$ cat src/rtl/uart_pkg.sv
// Shared constants, FSM state encoding and parity helper for the UART word link.
package uart_pkg;

  localparam int unsigned OVERSAMPLE = 16;
  localparam int unsigned MID_SAMPLE = 7;
  localparam int unsigned DATA_BITS  = 8;

  typedef enum logic [2:0] {
    StIdle  = 3'd0,
    StStart = 3'd1,
    StData  = 3'd2,
    StPar   = 3'd3,
    StStop  = 3'd4
  } uart_state_e;

  // Parity bit that makes the frame's total ones count even (odd=0) or odd (odd=1).
  function automatic logic parity_bit(input logic [DATA_BITS-1:0] data, input logic odd);
    return (^data) ^ odd;
  endfunction

endpackage

$ cat src/rtl/uart_baud_tick.sv
// Free-running oversample tick generator: one-cycle tick every BAUD_DIV clocks.
module uart_baud_tick #(
  parameter int unsigned BAUD_DIV = 163
) (
  input  logic clk,
  input  logic reset,
  output logic o_tick
);

  localparam int unsigned CntW = $clog2(BAUD_DIV);

  logic [CntW-1:0] r_cnt;
  logic            w_wrap;

  assign w_wrap = (r_cnt == CntW'(BAUD_DIV - 1));
  assign o_tick = w_wrap;

  // Divider counter running 0..BAUD_DIV-1.
  always_ff @(posedge clk or negedge reset) begin
    if (!reset) begin
      r_cnt <= '0;
    end else if (w_wrap) begin
      r_cnt <= '0;
    end else begin
      r_cnt <= r_cnt + CntW'(1);
    end
  end

endmodule

$ cat src/rtl/uart_word_link.sv
// Parametrised UART link moving WORD_BYTES-byte words over 8-bit frames in both directions.
module uart_word_link
  import uart_pkg::*;
#(
  parameter int unsigned BAUD_DIV     = 163,
  parameter int unsigned WORD_BYTES   = 4,
  parameter bit          PARITY_EN    = 1'b0,
  parameter bit          PARITY_ODD   = 1'b0,
  parameter int unsigned TIMEOUT_BITS = 32
) (
  input  logic                    clk,
  input  logic                    reset,
  input  logic                    rx,
  output logic                    tx,
  input  logic [8*WORD_BYTES-1:0] tx_data,
  input  logic                    tx_valid,
  output logic                    tx_ready,
  output logic [8*WORD_BYTES-1:0] rx_data,
  output logic                    rx_valid,
  input  logic                    rx_ready,
  output logic                    frame_err,
  output logic                    parity_err,
  output logic                    overrun,
  output logic                    timeout
);

  localparam int unsigned WordW   = 8 * WORD_BYTES;
  localparam int unsigned BcntW   = (WORD_BYTES > 1) ? $clog2(WORD_BYTES) : 1;
  localparam int unsigned ToTicks = TIMEOUT_BITS * OVERSAMPLE;
  localparam int unsigned IdleW   = $clog2(ToTicks + 1);

  logic w_tick;

  uart_baud_tick #(
    .BAUD_DIV(BAUD_DIV)
  ) u_baud (
    .clk   (clk),
    .reset (reset),
    .o_tick(w_tick)
  );

  // ---------------------------------------------------------------- RX path
  logic             r_rx_s1, r_rx_s2;
  logic             w_rx;
  uart_state_e      r_rx_state, w_rx_next;
  logic [3:0]       r_rx_tick;
  logic [2:0]       r_rx_bit;
  logic [7:0]       r_rx_sh;
  logic             r_rx_par;
  logic [BcntW-1:0] r_rx_bcnt;
  logic [WordW-1:0] r_rx_word, w_rx_word_new, r_rx_data;
  logic             r_rx_valid;
  logic [IdleW-1:0] r_idle;
  logic             r_frame_err, r_parity_err, r_overrun, r_timeout;
  logic             w_rx_bit_end, w_stop_done, w_frame_bad, w_par_bad, w_byte_ok;
  logic             w_word_done, w_start_det, w_to_fire, w_blocked;

  assign w_rx = r_rx_s2;

  // Two-flop synchroniser; idles high so reset never looks like a start bit.
  always_ff @(posedge clk or negedge reset) begin
    if (!reset) begin
      r_rx_s1 <= 1'b1;
      r_rx_s2 <= 1'b1;
    end else begin
      r_rx_s1 <= rx;
      r_rx_s2 <= r_rx_s1;
    end
  end

  assign w_rx_bit_end = w_tick && (r_rx_tick == 4'(OVERSAMPLE - 1));
  assign w_start_det  = w_tick && (r_rx_state == StIdle) && !w_rx;
  assign w_stop_done  = w_rx_bit_end && (r_rx_state == StStop);
  assign w_frame_bad  = !w_rx;
  assign w_par_bad    = PARITY_EN && (parity_bit(r_rx_sh, PARITY_ODD) != r_rx_par);
  assign w_byte_ok    = w_stop_done && !w_frame_bad && !w_par_bad;
  assign w_word_done  = w_byte_ok && (r_rx_bcnt == BcntW'(WORD_BYTES - 1));
  assign w_blocked    = r_rx_valid && !rx_ready;
  assign w_to_fire    = w_tick && (r_rx_state == StIdle) && w_rx && (r_rx_bcnt != '0) &&
                        (r_idle == IdleW'(ToTicks - 1));

  // RX state register.
  always_ff @(posedge clk or negedge reset) begin
    if (!reset) r_rx_state <= StIdle;
    else        r_rx_state <= w_rx_next;
  end

  // RX next-state logic; every transition happens on a tick.
  always_comb begin
    w_rx_next = r_rx_state;
    if (w_tick) begin
      unique case (r_rx_state)
        StIdle:  if (!w_rx) w_rx_next = StStart;
        StStart: if (r_rx_tick == 4'(MID_SAMPLE)) w_rx_next = w_rx ? StIdle : StData;
        StData:  if (w_rx_bit_end && r_rx_bit == 3'(DATA_BITS - 1))
                   w_rx_next = PARITY_EN ? StPar : StStop;
        StPar:   if (w_rx_bit_end) w_rx_next = StStop;
        StStop:  if (w_rx_bit_end) w_rx_next = StIdle;
        default: w_rx_next = StIdle;
      endcase
    end
  end

  // Current partial word with the just-received byte dropped into its slot.
  always_comb begin
    w_rx_word_new = r_rx_word;
    for (int k = 0; k < int'(WORD_BYTES); k++) begin
      if (r_rx_bcnt == BcntW'(k)) w_rx_word_new[8*k +: 8] = r_rx_sh;
    end
  end

  // RX datapath: bit sampling, word assembly, error pulses and idle timeout.
  always_ff @(posedge clk or negedge reset) begin
    if (!reset) begin
      r_rx_tick    <= '0;
      r_rx_bit     <= '0;
      r_rx_sh      <= '0;
      r_rx_par     <= 1'b0;
      r_rx_bcnt    <= '0;
      r_rx_word    <= '0;
      r_rx_data    <= '0;
      r_rx_valid   <= 1'b0;
      r_idle       <= '0;
      r_frame_err  <= 1'b0;
      r_parity_err <= 1'b0;
      r_overrun    <= 1'b0;
      r_timeout    <= 1'b0;
    end else begin
      r_frame_err  <= 1'b0;
      r_parity_err <= 1'b0;
      r_overrun    <= 1'b0;
      r_timeout    <= 1'b0;

      // Tick counter restarts on every state change and wraps within DATA.
      if (w_tick) begin
        if (w_rx_next != r_rx_state)  r_rx_tick <= '0;
        else if (r_rx_state != StIdle) r_rx_tick <= r_rx_tick + 4'd1;
      end

      if (w_start_det) r_rx_bit <= '0;
      if (w_rx_bit_end && r_rx_state == StData) begin
        r_rx_sh  <= {w_rx, r_rx_sh[7:1]};
        r_rx_bit <= r_rx_bit + 3'd1;
      end
      if (w_rx_bit_end && r_rx_state == StPar) r_rx_par <= w_rx;

      if (w_stop_done) begin
        r_frame_err  <= w_frame_bad;
        r_parity_err <= w_par_bad;
        if (!w_byte_ok) begin
          r_rx_bcnt <= '0;
        end else if (w_word_done) begin
          r_rx_bcnt <= '0;
          if (w_blocked) r_overrun <= 1'b1;
          else           r_rx_data <= w_rx_word_new;
        end else begin
          r_rx_word <= w_rx_word_new;
          r_rx_bcnt <= r_rx_bcnt + BcntW'(1);
        end
      end

      if (w_to_fire) begin
        r_rx_bcnt <= '0;
        r_timeout <= 1'b1;
      end

      // Idle counter only runs while a partial word waits in IDLE.
      if (r_rx_state != StIdle || r_rx_bcnt == '0 || w_start_det || w_to_fire) begin
        r_idle <= '0;
      end else if (w_tick) begin
        r_idle <= r_idle + IdleW'(1);
      end

      // A consume in the same cycle as a completion frees the slot for the new word.
      if (w_word_done && !w_blocked) r_rx_valid <= 1'b1;
      else if (rx_ready)             r_rx_valid <= 1'b0;
    end
  end

  assign rx_data    = r_rx_data;
  assign rx_valid   = r_rx_valid;
  assign frame_err  = r_frame_err;
  assign parity_err = r_parity_err;
  assign overrun    = r_overrun;
  assign timeout    = r_timeout;

  // ---------------------------------------------------------------- TX path
  uart_state_e      r_tx_state, w_tx_next;
  logic             r_tx_pend;
  logic [3:0]       r_tx_tick;
  logic [2:0]       r_tx_bit;
  logic [7:0]       r_tx_sh;
  logic             r_tx_par;
  logic [BcntW-1:0] r_tx_bcnt;
  logic [WordW-1:0] r_tx_word;
  logic             w_tx_bit_end, w_tx_last_byte, w_tx_accept, w_tx_load;

  assign w_tx_bit_end   = w_tick && (r_tx_tick == 4'(OVERSAMPLE - 1));
  assign w_tx_last_byte = (r_tx_bcnt == BcntW'(WORD_BYTES - 1));
  assign w_tx_accept    = tx_valid && tx_ready;
  assign w_tx_load      = (r_tx_state == StIdle && w_tick && r_tx_pend) ||
                          (r_tx_state == StStop && w_tx_bit_end && !w_tx_last_byte);

  // TX state register.
  always_ff @(posedge clk or negedge reset) begin
    if (!reset) r_tx_state <= StIdle;
    else        r_tx_state <= w_tx_next;
  end

  // TX next-state logic; bytes chain STOP -> START with no idle gap.
  always_comb begin
    w_tx_next = r_tx_state;
    unique case (r_tx_state)
      StIdle:  if (w_tick && r_tx_pend) w_tx_next = StStart;
      StStart: if (w_tx_bit_end) w_tx_next = StData;
      StData:  if (w_tx_bit_end && r_tx_bit == 3'(DATA_BITS - 1))
                 w_tx_next = PARITY_EN ? StPar : StStop;
      StPar:   if (w_tx_bit_end) w_tx_next = StStop;
      StStop:  if (w_tx_bit_end) w_tx_next = w_tx_last_byte ? StIdle : StStart;
      default: w_tx_next = StIdle;
    endcase
  end

  // TX outputs decoded from state so reset forces the line high at once.
  always_comb begin
    tx       = 1'b1;
    tx_ready = (r_tx_state == StIdle) && !r_tx_pend;
    unique case (r_tx_state)
      StStart: tx = 1'b0;
      StData:  tx = r_tx_sh[0];
      StPar:   tx = r_tx_par;
      default: tx = 1'b1;
    endcase
  end

  // TX datapath: word latch, per-byte load and bit shifting.
  always_ff @(posedge clk or negedge reset) begin
    if (!reset) begin
      r_tx_pend <= 1'b0;
      r_tx_tick <= '0;
      r_tx_bit  <= '0;
      r_tx_sh   <= '0;
      r_tx_par  <= 1'b0;
      r_tx_bcnt <= '0;
      r_tx_word <= '0;
    end else begin
      if (w_tick) begin
        if (w_tx_next != r_tx_state)  r_tx_tick <= '0;
        else if (r_tx_state != StIdle) r_tx_tick <= r_tx_tick + 4'd1;
      end

      if (w_tx_accept) begin
        r_tx_word <= tx_data;
        r_tx_pend <= 1'b1;
      end else if (w_tx_load) begin
        r_tx_sh   <= r_tx_word[7:0];
        r_tx_par  <= parity_bit(r_tx_word[7:0], PARITY_ODD);
        r_tx_word <= r_tx_word >> 8;
        r_tx_bit  <= '0;
        r_tx_pend <= 1'b0;
        r_tx_bcnt <= (r_tx_state == StIdle) ? '0 : r_tx_bcnt + BcntW'(1);
      end else if (w_tx_bit_end && r_tx_state == StData) begin
        r_tx_sh  <= {1'b0, r_tx_sh[7:1]};
        r_tx_bit <= r_tx_bit + 3'd1;
      end
    end
  end

endmodule

$ cat config.mk
export PLATFORM = sky130hd
export DESIGN_NAME = uart_word_link
export DESIGN_NICKNAME = d
export VERILOG_FILES = /design/src/rtl/uart_pkg.sv /design/src/rtl/uart_baud_tick.sv /design/src/rtl/uart_word_link.sv
export SDC_FILE = /design/constraint.sdc
export NUM_CORES = 1
export LEC_CHECK = 0
export CAP_MARGIN = 20
export CORE_AREA = 2 2 139 141
export CTS_BUF_LIST = sky130_fd_sc_hd__clkbuf_8 sky130_fd_sc_hd__clkbuf_16
export DETAILED_ROUTE_END_ITERATION = 16
export DIE_AREA = 0 0 141 143
export PLACE_DENSITY = 0.63
export SYNTH_ARGS = -nofsm -noshare
export SYNTH_HDL_FRONTEND = slang
export SYNTH_SLANG_ARGS = --single-unit
$ cat constraint.sdc
create_clock -name clk -period 6.96 [get_ports clk]
set_input_delay 0.696 -clock clk [delete_from_list [all_inputs] [get_ports clk]]
set_output_delay 0.696 -clock clk [all_outputs]
set_load 0.02 [all_outputs]
==> results of run 1 <==
metal layers:
metal	share of wire	vias up
met5	0	-
met4	0.013	0
met3	0.033	15
met2	0.48	105
met1	0.48	2502
li1	-	2364
final timing paths:
path                                       from           end  slack (ns)  cells after the start
worst max-delay path            u_baud.r_cnt[0]   rx_data[29]        3.82                      6
worst min-delay path                      reset   rx_data[19]        0.36                      1
worst max register to register  u_baud.r_cnt[0]   rx_data[29]        3.82                      6
worst min register to register          r_rx_s1       r_rx_s2        0.36                      0
max in group asynchronous                 reset  r_rx_bcnt[1]        5.33                      2
min in group clk                        r_rx_s1       r_rx_s2        0.36                      0
Yosys cell counts (8+ instances only):
master / number
sky130_fd_sc_hd__xnor2_1: 12
sky130_fd_sc_hd__inv_1: 15
sky130_fd_sc_hd__mux2_4: 30
sky130_fd_sc_hd__ha_1: 14
sky130_fd_sc_hd__clkbuf_1: 22
sky130_fd_sc_hd__nand4_1: 10
sky130_fd_sc_hd__a221o_1: 24
sky130_fd_sc_hd__dfrtp_1: 152
sky130_fd_sc_hd__and3_1: 30
sky130_fd_sc_hd__mux2_2: 60
sky130_fd_sc_hd__nand3_1: 20
sky130_fd_sc_hd__a21oi_1: 14
sky130_fd_sc_hd__nor3_1: 8
sky130_fd_sc_hd__mux2i_1: 10
sky130_fd_sc_hd__o21ai_0: 35
sky130_fd_sc_hd__nor2_1: 22
sky130_fd_sc_hd__nand2_1: 43
cells by family after synthesis:
group,after synthesis
simple gates,171
flops,154
compound gates,100
mux,100
buf+inv,50
xor+xnor,18
fa+ha+maj,15
other cells,1
worst max-delay path, delay by kind of cell (launching register included):
family / cells / cell delay (ns)
AND/OR/NAND/NOR: 3 / 1.79
adder cells (fa/ha/maj): 1 / 0.14
flip-flops: 1 / 0.42
multiplexers: 1 / 0.55
buffers and inverters: 1 / 0.08
per-stage QoR:
step | hold WS, ns | utilization
finish | 0.3563 | 0.4755
global route | 0.3647 | 0.4755
CTS | 0.3576 | 0.4755
detailed placement | 0.3485 | 0.4440
global placement | 0.3504 | 0.4440
floorplan | 0.3452 | -
area by class of cell:
| class | instances | share of cell area |
|---|---|---|
| Clock buffer | 18 | 0.04971 |
| Clock inverter | 14 | 0.01657 |
| Inverter | 15 | 0.006373 |
| Multi-Input combinational cell | 405 | 0.3678 |
| Sequential cell | 154 | 0.4365 |
| Tap cell | 234 | 0.03314 |
| Timing Repair Buffer | 81 | 0.08993 |
registers in the layout, summed over array words and instances, names as in the netlist, 4 cells and up:
| signal | flops |
|---|---|
| r_idle | 10 |
| r_rx_sh | 8 |
| r_rx_tick | 4 |
| r_rx_word | 24 |
| r_tx_sh | 8 |
| r_tx_tick | 4 |
| r_tx_word | 32 |
| rx_data | 32 |
| u_baud.r_cnt | 8 |
power by group:
| group | total [mW] | switching (mW) | internal (mW) |
|---|---|---|---|
| Combinational | 0.0418 | 0.0229 | 0.0189 |
| Clock | 0.911 | 0.372 | 0.539 |
| Sequential | 0.898 | 0.00130 | 0.896 |
| Total | 1.85 | 0.397 | 1.45 |
==> results.cfg, run 1 <==
[run_status]
run_status = finished clean

[route]
route.detailed.wl_per_inst_um = 16.16
routed_via_density = 5.414
first_iter_violations = 350
detailroute.via_count = 4986
first_pass_iters = 5
drtAntennaViolNets = 0
residual_drc = 0
routed_wl_um = 14890

[clock_tree]
cts_root_buffer = sky130_fd_sc_hd__clkbuf_16
clock_path_buffers = 2
tritoncts_num_sinks = 154
h-tree-depth = 4
worst_skew_pair.late_latency_ns = 0.42
cts.reportedPaths.clkPinSlew_ns = 0.06
cts.repair.resized = 0
cts_tree = done
cts_post_setup_buffers_inserted = 0
cts_hold_repair.buffers = 0
cts_buffers = 17

[finish]
n_fill_cell = 1650
multi_input_area_mm2 = 0.003249
most_frequent_standard_cell_in_the_layout_excluding_fill_and_tap_cells = sky130_fd_sc_hd__dfrtp_1
mostFrequentLayoutCells = 152 x sky130_fd_sc_hd__dfrtp_1, 73 x sky130_fd_sc_hd__clkdlybuf4s50_1, 60 x sky130_fd_sc_hd__mux2_2, 43 x sky130_fd_sc_hd__nand2_1, 35 x sky130_fd_sc_hd__o21ai_0
final_cell_area_mm2 = 0.008835
final_cell_count_no_fill = 921
antenna_cells_inserted = 0
layout.area.seq_mm2 = 0.003856
final_nets = 725
post_route_cells_drive_above_1_share = 0.2067
area.growth.synth_to_final_pct = 20.76

[placed_design]
dp_cells = 889
placed_cell_area_mm2 = 0.008249
dpl_worst_slack_ns = 3.807
place_congestion = 0.7661
placement.io_buffers = 74
detailedPlacementHpwl_um = 10030

[synthesis]
basic_gate_share_of_the_synthesized_area_counting_and_or_nand_and_nor_cells = 0.1315
post_synth_fa_ha_maj_area_fraction = 0.02531
syn_area_mm2 = 0.007316
dominant_combinational_cell_family_by_area_after_synthesis = multiplexers
syn-mean-instance-area_um2 = 12.01
syn-num-nets = 660
netlist.area_leader.share = 0.5199
ys_types = 61
synth_seq_area_share = 0.5271
syn-instance-count = 609
synth-seq-cells = 154
synth_area_leaders = sky130_fd_sc_hd__dfrtp_1 52%, sky130_fd_sc_hd__mux2_2 9.2%, sky130_fd_sc_hd__mux2_4 6.2%, sky130_fd_sc_hd__a221o_1 3.3%, sky130_fd_sc_hd__and3_1 2.6%
compound_gate_portion_of_the_synthesized_area = 0.09612
yosys_warnings = 0
synth_xor_xnor_area_share = 0.02155
synth_area_leader_cell = sky130_fd_sc_hd__dfrtp_1
postSynth.topFlopCell = sky130_fd_sc_hd__dfrtp_1
number_of_flops_mapped_to_enable_cells_by_yosys = 0
muxShareOfSynthArea = 0.1676
asyncSetResetFlopFracSynth = 1.000

[die]
fp.dieArea_mm2 = 0.02016
floorplan.initialDensity = 0.3937
floorplan_core_area_mm2 = 0.01858
dieWidth_um = 141
die_height_um = 143
std_cell_rows = 50
num_io_pins = 76

[power]
p_per_area_mw_per_mm2 = 209.5
vdd_drop_max_uv = 166.4
finalPower_mw = 1.851
power_leakage_nw = 4.231

[timing]
post-route-period-util = 0.4506
setup_viol_count_final = 0
final_critical_path_setup_slack_ns = 3.824
timing.final.max_slew_violations = 0
timing_hold_violations_final = 0
rsz0062_at_grt = no
worst_clock_skew_ns = 0.007973
max_clock_freq_mhz = 318.9
post-route-min-period_ns = 3.136
worst_slew_margin_rel = 0.4162
final.setup.tns_ns = 0
tightestPinTransition_ns = 0.8757

[grt]
antenna_violations_before_repair = 0
gr-max-usage-layer = met2
overall_global_routing_usage = 0.1548
overflow = 0
first_global_vias = 4969
gr-usage-met1 = 0.2057
met3_usage = 0.03320
grt.met2_usage = 0.2565
global_route_wire_length_before_repair_um = 24940
grt_max_degree = 97

[worst_setup_path]
timing.critical_path.slowest_cell_delay_ns = 0.72
worst-setup-path-type = flop to flop
timing.critical_path.from_type = flop
cp.arrival_ns = 3.44
timing.critical_path.to_type = flop
crit_fanout = 32
cp_cell_sequence = inv_1 > ha_1 > or3b_1 > nor4_4 > nand4_4 > mux2_4
critPathRequiredTime_ns = 7.26
worst_path_max_delay_cell = sky130_fd_sc_hd__nand4_4

[job]
drv.max_cap_violation_count = 0

[worst_hold_path]
hp-class = input port to asynchronous set/reset pin
(Power assumes the default switching activity.)
==> run 2, diff against run 1 <==
- clock period: 6.96 -> 2.91 ns (I/O delays scaled with it)
==> results.cfg, run 2 (same netlist as run 1, synthesis figures left out) <==
[finish]
antenna_cells_inserted = 0
utilization = 0.4855
area.growth.synth_to_final_pct = 23.29
multi_input_area_mm2 = 0.003249
layout.area.seq_mm2 = 0.003856
final_cell_area_mm2 = 0.009020
final_nets = 736
most_frequent_standard_cell_in_the_layout_excluding_fill_and_tap_cells = sky130_fd_sc_hd__dfrtp_1
n_fill_cell = 1604
mostFrequentLayoutCells = 152 x sky130_fd_sc_hd__dfrtp_1, 73 x sky130_fd_sc_hd__clkdlybuf4s50_1, 60 x sky130_fd_sc_hd__mux2_2, 43 x sky130_fd_sc_hd__nand2_1, 35 x sky130_fd_sc_hd__o21ai_0
post_route_cells_drive_above_1_share = 0.2181

[grt]
overflow = 0
global_route_wire_length_before_repair_um = 25780
grt_max_degree = 98
overall_global_routing_usage = 0.1603
antenna_violations_before_repair = 0
first_global_vias = 5202

[clock_tree]
worst_skew_pair.late_latency_ns = 0.42
h-tree-depth = 4
clock_path_buffers = 2
cts_post_setup_buffers_inserted = 0
cts_tree = done
cts.repair.resized = 0
cts_root_buffer = sky130_fd_sc_hd__clkbuf_16
cts.reportedPaths.clkPinSlew_ns = 0.06
cts_hold_repair.buffers = 1
cts_buffers = 17
tritoncts_num_sinks = 154

[power]
vdd_drop_max_uv = 401.2
p_per_area_mw_per_mm2 = 527.4
power_leakage_nw = 4.318

[worst_setup_path]
cp.arrival_ns = 2.74
critPathRequiredTime_ns = 3.22
crit_fanout = 9
worst_r2r_path_depth = 7
worst-setup-path-type = flop to flop
cp_cell_sequence = inv_1 > ha_1 > or3b_1 > nor4_4 > buf_4 > nand4_2 > mux2_2
timing.critical_path.to_type = flop
delay_heaviest_family_cp = simple AND/OR/NAND/NOR gates
worst_path_max_delay_cell = sky130_fd_sc_hd__or3b_1
timing.critical_path.from_type = flop
cp_num_cells = 7
timing.critical_path.slowest_cell_delay_ns = 0.43
cp_num_buf_inv = 2

[die]
die_height_um = 143
floorplan_core_area_mm2 = 0.01858
num_io_pins = 76
floorplan.initialDensity = 0.3937
fp.dieArea_mm2 = 0.02016
dieWidth_um = 141
std_cell_rows = 50

[run_status]
run_status = finished clean

[timing]
finalHoldWorstSlack_ns = 0.2795
worst_clock_skew_ns = 0.007470
rsz0062_at_grt = no
final.setup.tns_ns = 0
max_clock_freq_mhz = 410.8
tightestPinTransition_ns = 0.8776
post-route-min-period_ns = 2.434
worst_slew_margin_rel = 0.4150
final_critical_path_setup_slack_ns = 0.4759
post-route-period-util = 0.8364
setup_viol_count_final = 0
timing.final.max_slew_violations = 0
timing_hold_violations_final = 0

[placed_design]
place_congestion = 0.7882
placed_cell_area_mm2 = 0.008337
placement.io_buffers = 74
dpl_worst_slack_ns = 0.4613
detailedPlacementHpwl_um = 10650

[worst_hold_path]
hp-class = input port to flop
timing.hold.worst_path_depth = 1

[route]
residual_drc = 0
detailroute.via_count = 5054
drtAntennaViolNets = 0
first_iter_violations = 296
routed_wl_um = 15400
first_pass_iters = 5
route.detailed.wl_per_inst_um = 16.54
routed_via_density = 5.429

[job]
drv.max_cap_violation_count = 0
run 2: path summary, 6_finish.rpt:
check / slack [ns] / from / to
max: 0.48 / u_baud.r_cnt[0] / r_rx_word[2]
min: 0.28 / rx / r_rx_s1
max reg2reg: 0.48 / u_baud.r_cnt[0] / r_rx_word[2]
min reg2reg: 0.36 / r_rx_s1 / r_rx_s2
max in group asynchronous: 1.59 / reset / r_tx_word[14]
min in group asynchronous: 0.54 / reset / rx_data[27]
run 2: power by group:
| part | switching, mW | internal, mW | total, mW | leakage [nW] |
|---|---|---|---|---|
| sequential | 0.00327 | 2.14 | 2.15 | 2.13 |
| combinational | 0.0553 | 0.0488 | 0.104 | 1.87 |
| clock | 0.859 | 1.65 | 2.50 | 0.323 |
run 2: layout make-up:
type                            instances  area share
Clock buffer                           19     0.05021
Clock inverter                         12     0.02441
Inverter                               15    0.006242
Multi-Input combinational cell        405      0.3602
Sequential cell                       154      0.4275
Tap cell                              234     0.03246
Timing Repair Buffer                   92     0.09890
run 2: per-stage QoR:
stage,cells,total power [mW]
after CTS,931,4.814
final,931,4.757
after global routing,931,4.905
after floorplan,609,2.195
after global placement,899,2.291
after detailed placement,899,2.293
run 2: layer usage:
metal  up-vias  track usage  part of all wire
met5         -            0                 0
met4         0      0.05421             0.012
met3        14      0.03622             0.036
met2       121       0.2701              0.49
met1      2531       0.2052              0.46
li1       2388            -                 -
